**config.mk**
```make
export PLATFORM = sky130hd
export DESIGN_NAME = cnt_seq_ctrl
export DESIGN_NICKNAME = d
export VERILOG_FILES = /design/src/rtl/cnt_ctrl_pkg.sv /design/src/rtl/cnt_tick_gen.sv /design/src/rtl/cnt_seq_ctrl.sv
export SDC_FILE = /design/constraint.sdc
export NUM_CORES = 1
export LEC_CHECK = 0
export CELL_PAD_IN_SITES_DETAIL_PLACEMENT = 0
export CELL_PAD_IN_SITES_GLOBAL_PLACEMENT = 1
export CORE_AREA = 2 2 46 48
export DETAILED_ROUTE_END_ITERATION = 7
export DIE_AREA = 0 0 48 50
export PLACE_DENSITY = 0.88
export SYNTH_ARGS = -nofsm -noshare
export SYNTH_HDL_FRONTEND = slang
export SYNTH_SLANG_ARGS = --single-unit
```
**constraint.sdc**
```tcl
create_clock -name clk -period 1.95 [get_ports clk]
set_input_delay 0.195 -clock clk [delete_from_list [all_inputs] [get_ports clk]]
set_output_delay 0.195 -clock clk [all_outputs]
set_load 0.02 [all_outputs]
```
**src/rtl/cnt_ctrl_pkg.sv**
```systemverilog
// Shared types and constants for the counter
// sequencing controller and its tick generator.
package cnt_ctrl_pkg;

  localparam int DIV_SEL_W  = 2;
  localparam int PRESCALE_W = 3;

  typedef enum logic [1:0] {
    IDLE,
    RUN,
    DONE
  } state_t;

  // Prescaler bits that must all be ones for a tick.
  function automatic logic [PRESCALE_W-1:0] div_mask(
    input logic [DIV_SEL_W-1:0] sel
  );
    logic [PRESCALE_W-1:0] m;
    m = '0;
    unique case (sel)
      2'd0: m = 3'b000;
      2'd1: m = 3'b001;
      2'd2: m = 3'b011;
      2'd3: m = 3'b111;
      default: m = 3'b000;
    endcase
    return m;
  endfunction

endpackage

```
**src/rtl/cnt_tick_gen.sv**
```systemverilog
// Free-running 3-bit prescaler with a decoded
// tick at f/2^div_sel while enabled.
module cnt_tick_gen
  import cnt_ctrl_pkg::*;
(
  input  logic                 clk,
  input  logic                 rst_n,
  input  logic                 clear,
  input  logic                 enable,
  input  logic [DIV_SEL_W-1:0] div_sel,
  output logic                 tick
);

  logic [PRESCALE_W-1:0] pre;
  logic [PRESCALE_W-1:0] mask;

  always_ff @(posedge clk or negedge rst_n) begin
    if (!rst_n) begin
      pre <= '0;
    end else if (clear) begin
      pre <= '0;
    end else if (enable) begin
      pre <= pre + PRESCALE_W'(1);
    end
  end

  assign mask = div_mask(div_sel);
  assign tick = enable && ((pre & mask) == mask);

endmodule

```
**src/rtl/cnt_seq_ctrl.sv**
```systemverilog
// Start/stop/ack sequencing controller driving a
// prescaled WIDTH-bit counter with tc and done.
module cnt_seq_ctrl
  import cnt_ctrl_pkg::*;
#(
  parameter int WIDTH = 3
) (
  input  logic                 clk,
  input  logic                 rst_n,
  input  logic                 start,
  input  logic                 mode,
  input  logic [DIV_SEL_W-1:0] div_sel,
  input  logic [WIDTH-1:0]     limit,
  input  logic                 stop,
  input  logic                 ack,
  output logic [WIDTH-1:0]     q,
  output logic                 busy,
  output logic                 tc,
  output logic                 done
);

  state_t state;
  state_t state_nxt;

  logic [WIDTH-1:0]     limit_r;
  logic                 mode_r;
  logic [DIV_SEL_W-1:0] div_r;
  logic                 tick;
  logic                 wrap;

  cnt_tick_gen u_tick (
    .clk     (clk),
    .rst_n   (rst_n),
    .clear   (state == IDLE),
    .enable  (state == RUN),
    .div_sel (div_r),
    .tick    (tick)
  );

  assign wrap = tick && (q == limit_r);

  always_ff @(posedge clk or negedge rst_n) begin
    if (!rst_n) begin
      state <= IDLE;
    end else begin
      state <= state_nxt;
    end
  end

  always_comb begin
    state_nxt = state;
    unique case (state)
      IDLE: if (start) state_nxt = RUN;
      RUN: begin
        if (stop) begin
          state_nxt = IDLE;
        end else if (wrap && !mode_r) begin
          state_nxt = DONE;
        end
      end
      DONE: if (ack) state_nxt = IDLE;
      default: state_nxt = IDLE;
    endcase
  end

  // stop wins over a coincident terminal tick
  always_ff @(posedge clk or negedge rst_n) begin
    if (!rst_n) begin
      q       <= '0;
      tc      <= 1'b0;
      limit_r <= '0;
      mode_r  <= 1'b0;
      div_r   <= '0;
    end else begin
      tc <= 1'b0;
      unique case (state)
        IDLE: begin
          q <= '0;
          if (start) begin
            limit_r <= limit;
            mode_r  <= mode;
            div_r   <= div_sel;
          end
        end
        RUN: begin
          if (stop) begin
            q <= '0;
          end else if (wrap) begin
            q  <= '0;
            tc <= 1'b1;
          end else if (tick) begin
            q <= q + WIDTH'(1);
          end
        end
        DONE: q <= '0;
        default: q <= '0;
      endcase
    end
  end

  assign busy = (state == RUN);
  assign done = (state == DONE);

endmodule

```
==> reports/qor.yml <==
tns_ps: 0
worst_slew_pin_slew_ps: 667.9
final_max_slew_viol_count: 0
syn_area_per_cell_um2: 12.53
setup_ws_ps: 93.48
crit_chain: "and2b_2 -> clkdlybuf4s50_1"
r2r_end: "state[1]"
cts_made_buffers: 3
place_ws_ps: 399.3
rows: 16
htree_levels: 1
max_stage_delay_ps: 620
r2r-start: "u_tick.pre[0]"
utilization_pct: 50.46
start_util_pct: 38.88
num_vias: 525
netlist_instances: 59
critPathRequiredTime_ps: 1750
critPathSlowestCell: "clkdlybuf4s50_1"
drt-initial-drc-count: 5
min_period_over_period_pct: 95.21
fin_skew_ps: 2.573
p_sw_uw: 366.7
clkPwrFrac_pct: 16.9
synth_seq_cells: 15
fillers: 179
hold_buffers: 0
clkLatencyLatePin_ps: 280
die-area_um2: 2400
synth_fp_nets: 72
grt_pass1_wl_um: 2318
num_antenna_cells: 0
rr_worst_depth: 4
fin_nets: 93
internal-power_uw: 670.1
postRouteAntennaNets: 0
p_seq_share_pct: 46.3
grt_max_degree: 16
cts.path.max_buffers: 2
clock-sinks: 15
clkTransAtPathRegs_ps: 90
fmax_ghz: 0.5386
min_period_ps: 1857
final_common_cell: "clkdlybuf4s50_1"
critical_path_class: "register to primary output"
synth_cell_type_count: 26
hold_violations: 0
instances_no_fill: 106
p_sw_share_pct: 35.37
ys.flop_type: "dfrtp_1"
power_uw: 1037
path_delay_family: "buffers and inverters"
synthToLayoutAreaGrowth_pct: 29.78
worst-path-max-fanout: 6
status: "complete, no violations"
drt-wirelength-per-cell_um: 12.44
power_frac_comb_pct: 36.8
gr-usage-all-layers_pct: 14.02
first_global_vias: 508
die_y_um: 50
dp_hpwl_um: 1031
timing.critical_path.arrival_ps: 1660
syn-cell-area_um2: 739.5
max-vdd-ir-drop_uv: 706.1
coreArea_um2: 1902
overflow: 0
finalWeightedCongestion: 0.6944
cts_setup_buffers: 0
io_buffers: 16
layout-drive-gt1-share_pct: 12.66
yosysSeqAreaShare_pct: 50.76
synth-async-reset-ratio_pct: 100.0
place_inst: 102
relSlewSlack_pct: 55.33
maxCapViolCount: 0
ios: 17
path_buf_inv: 1
synth_edf_count: 0
power.density_nw_per_um2: 1080
postRouteWirelength_um: 1319
die_w_um: 48
vias_per_cell: 4.953
layout_common_cells: "16 x clkdlybuf4s50_1, 15 x dfrtp_1, 5 x mux2_1"
antenna_found_initial: 0
rsz0062_at_grt: "false"
yosysWarnings: 0
drc_errors: 0
drtPass1Iterations: 4
ff2ff_setup_slack_ps: 550
cts_tree: "built"
hold_class: "input pin to asynchronous set/reset pin"
cellLeakagePower_uw: 0.0003927
startpoint_type: "register"
cp-end-kind: "primary output"
cts_root_buf: "clkbuf_4"
post_cts_resized: 0
finalSetupViolCount: 0
==> final cells by class <==
class | count | area [um^2] | area share [%]
repair buffers | 16 | 160.2 | 16.69
well taps | 27 | 33.78 | 3.520
flip-flops and latches | 15 | 375.4 | 39.11
inverters | 2 | 7.507 | 0.7823
multi-input cells | 42 | 356.6 | 37.16
clock buffers | 4 | 26.28 | 2.738
==> power by group through the flow <==
| stage | logic, uW | registers (uW) | clock network, uW |
|---|---|---|---|
| 4_1_cts | 387 | 481 | 184 |
| 6_report | 381 | 481 | 175 |
| 3_5_place_dp | 386 | 488 | 0 |
| 5_1_grt | 419 | 497 | 204 |
| 2_1_floorplan | 281 | 475 | 0 |
| 3_3_place_gp | 376 | 485 | 0 |
==> routing by layer <==
metal	routed length [um]	GRT usage, %	vias up
met1	654	19.91	252
met5	0	0	-
li1	-	-	256
met4	19	9.459	0
met2	598	18.22	15
met3	45	3.297	2
==> registers in the layout (all words and copies together) (netlist names) <==
register / flops
div_r: 2
limit_r: 3
state: 2
q: 3
tc: 1
mode_r: 1
u_tick.pre: 3
==> cells by family after synthesis <==
kind of cell / count (synthesis) / share of synthesized area (%)
AO/OA/AOI/OAI: 13 / 13.88
XOR/XNOR: 3 / 3.554
adder cells (fa/ha/maj): 2 / 3.384
buffers and inverters: 2 / 1.016
flip-flops: 15 / 50.76
multiplexers: 6 / 9.136
AND/OR/NAND/NOR: 18 / 18.27
==> worst reg2reg max path, delay by kind of cell, from the launching register on <==
kind	cells	cell delay [ps]
AOI/OAI and AO/OA	2	510
and+or+nand+nor	2	310
DFF	1	460
==> Yosys cell counts, types with 2 or more instances <==
cell / n / area, um^2
a22o_1: 2 / 17.52
ha_1: 2 / 25.02
xnor2_1: 3 / 26.28
nand2_1: 4 / 15.01
nor2b_1: 2 / 12.51
nand3_1: 2 / 10.01
inv_1: 2 / 7.510
mux2_1: 5 / 56.30
a21oi_1: 3 / 15.01
o21ai_0: 3 / 15.01
dfrtp_1: 15 / 375.4
nand2b_4: 2 / 27.53
==> worst max path at each step <==
stage | startpoint | endpoint | slack [ps] | depth (start not counted)
final | state[1] | busy | 90 | 2
after detailed placement | state[1] | busy | 400 | 2
after global routing | state[1] | busy | 30 | 2
after CTS | state[1] | busy | 80 | 2
after floorplan | u_tick.pre[0] | state[1] | 690 | 4
after global placement | state[1] | busy | 390 | 2
==> through the flow <==
stage | hold slack, ps | cell area (um^2)
after floorplan | -100.6 | 739.5
after global placement | 471.7 | 933.4
after detailed placement | 482.5 | 933.4
after CTS | 342.3 | 959.7
after global routing | 366.4 | 959.7
final | 320.0 | 959.7
Power figures use the tool's default switching activity.
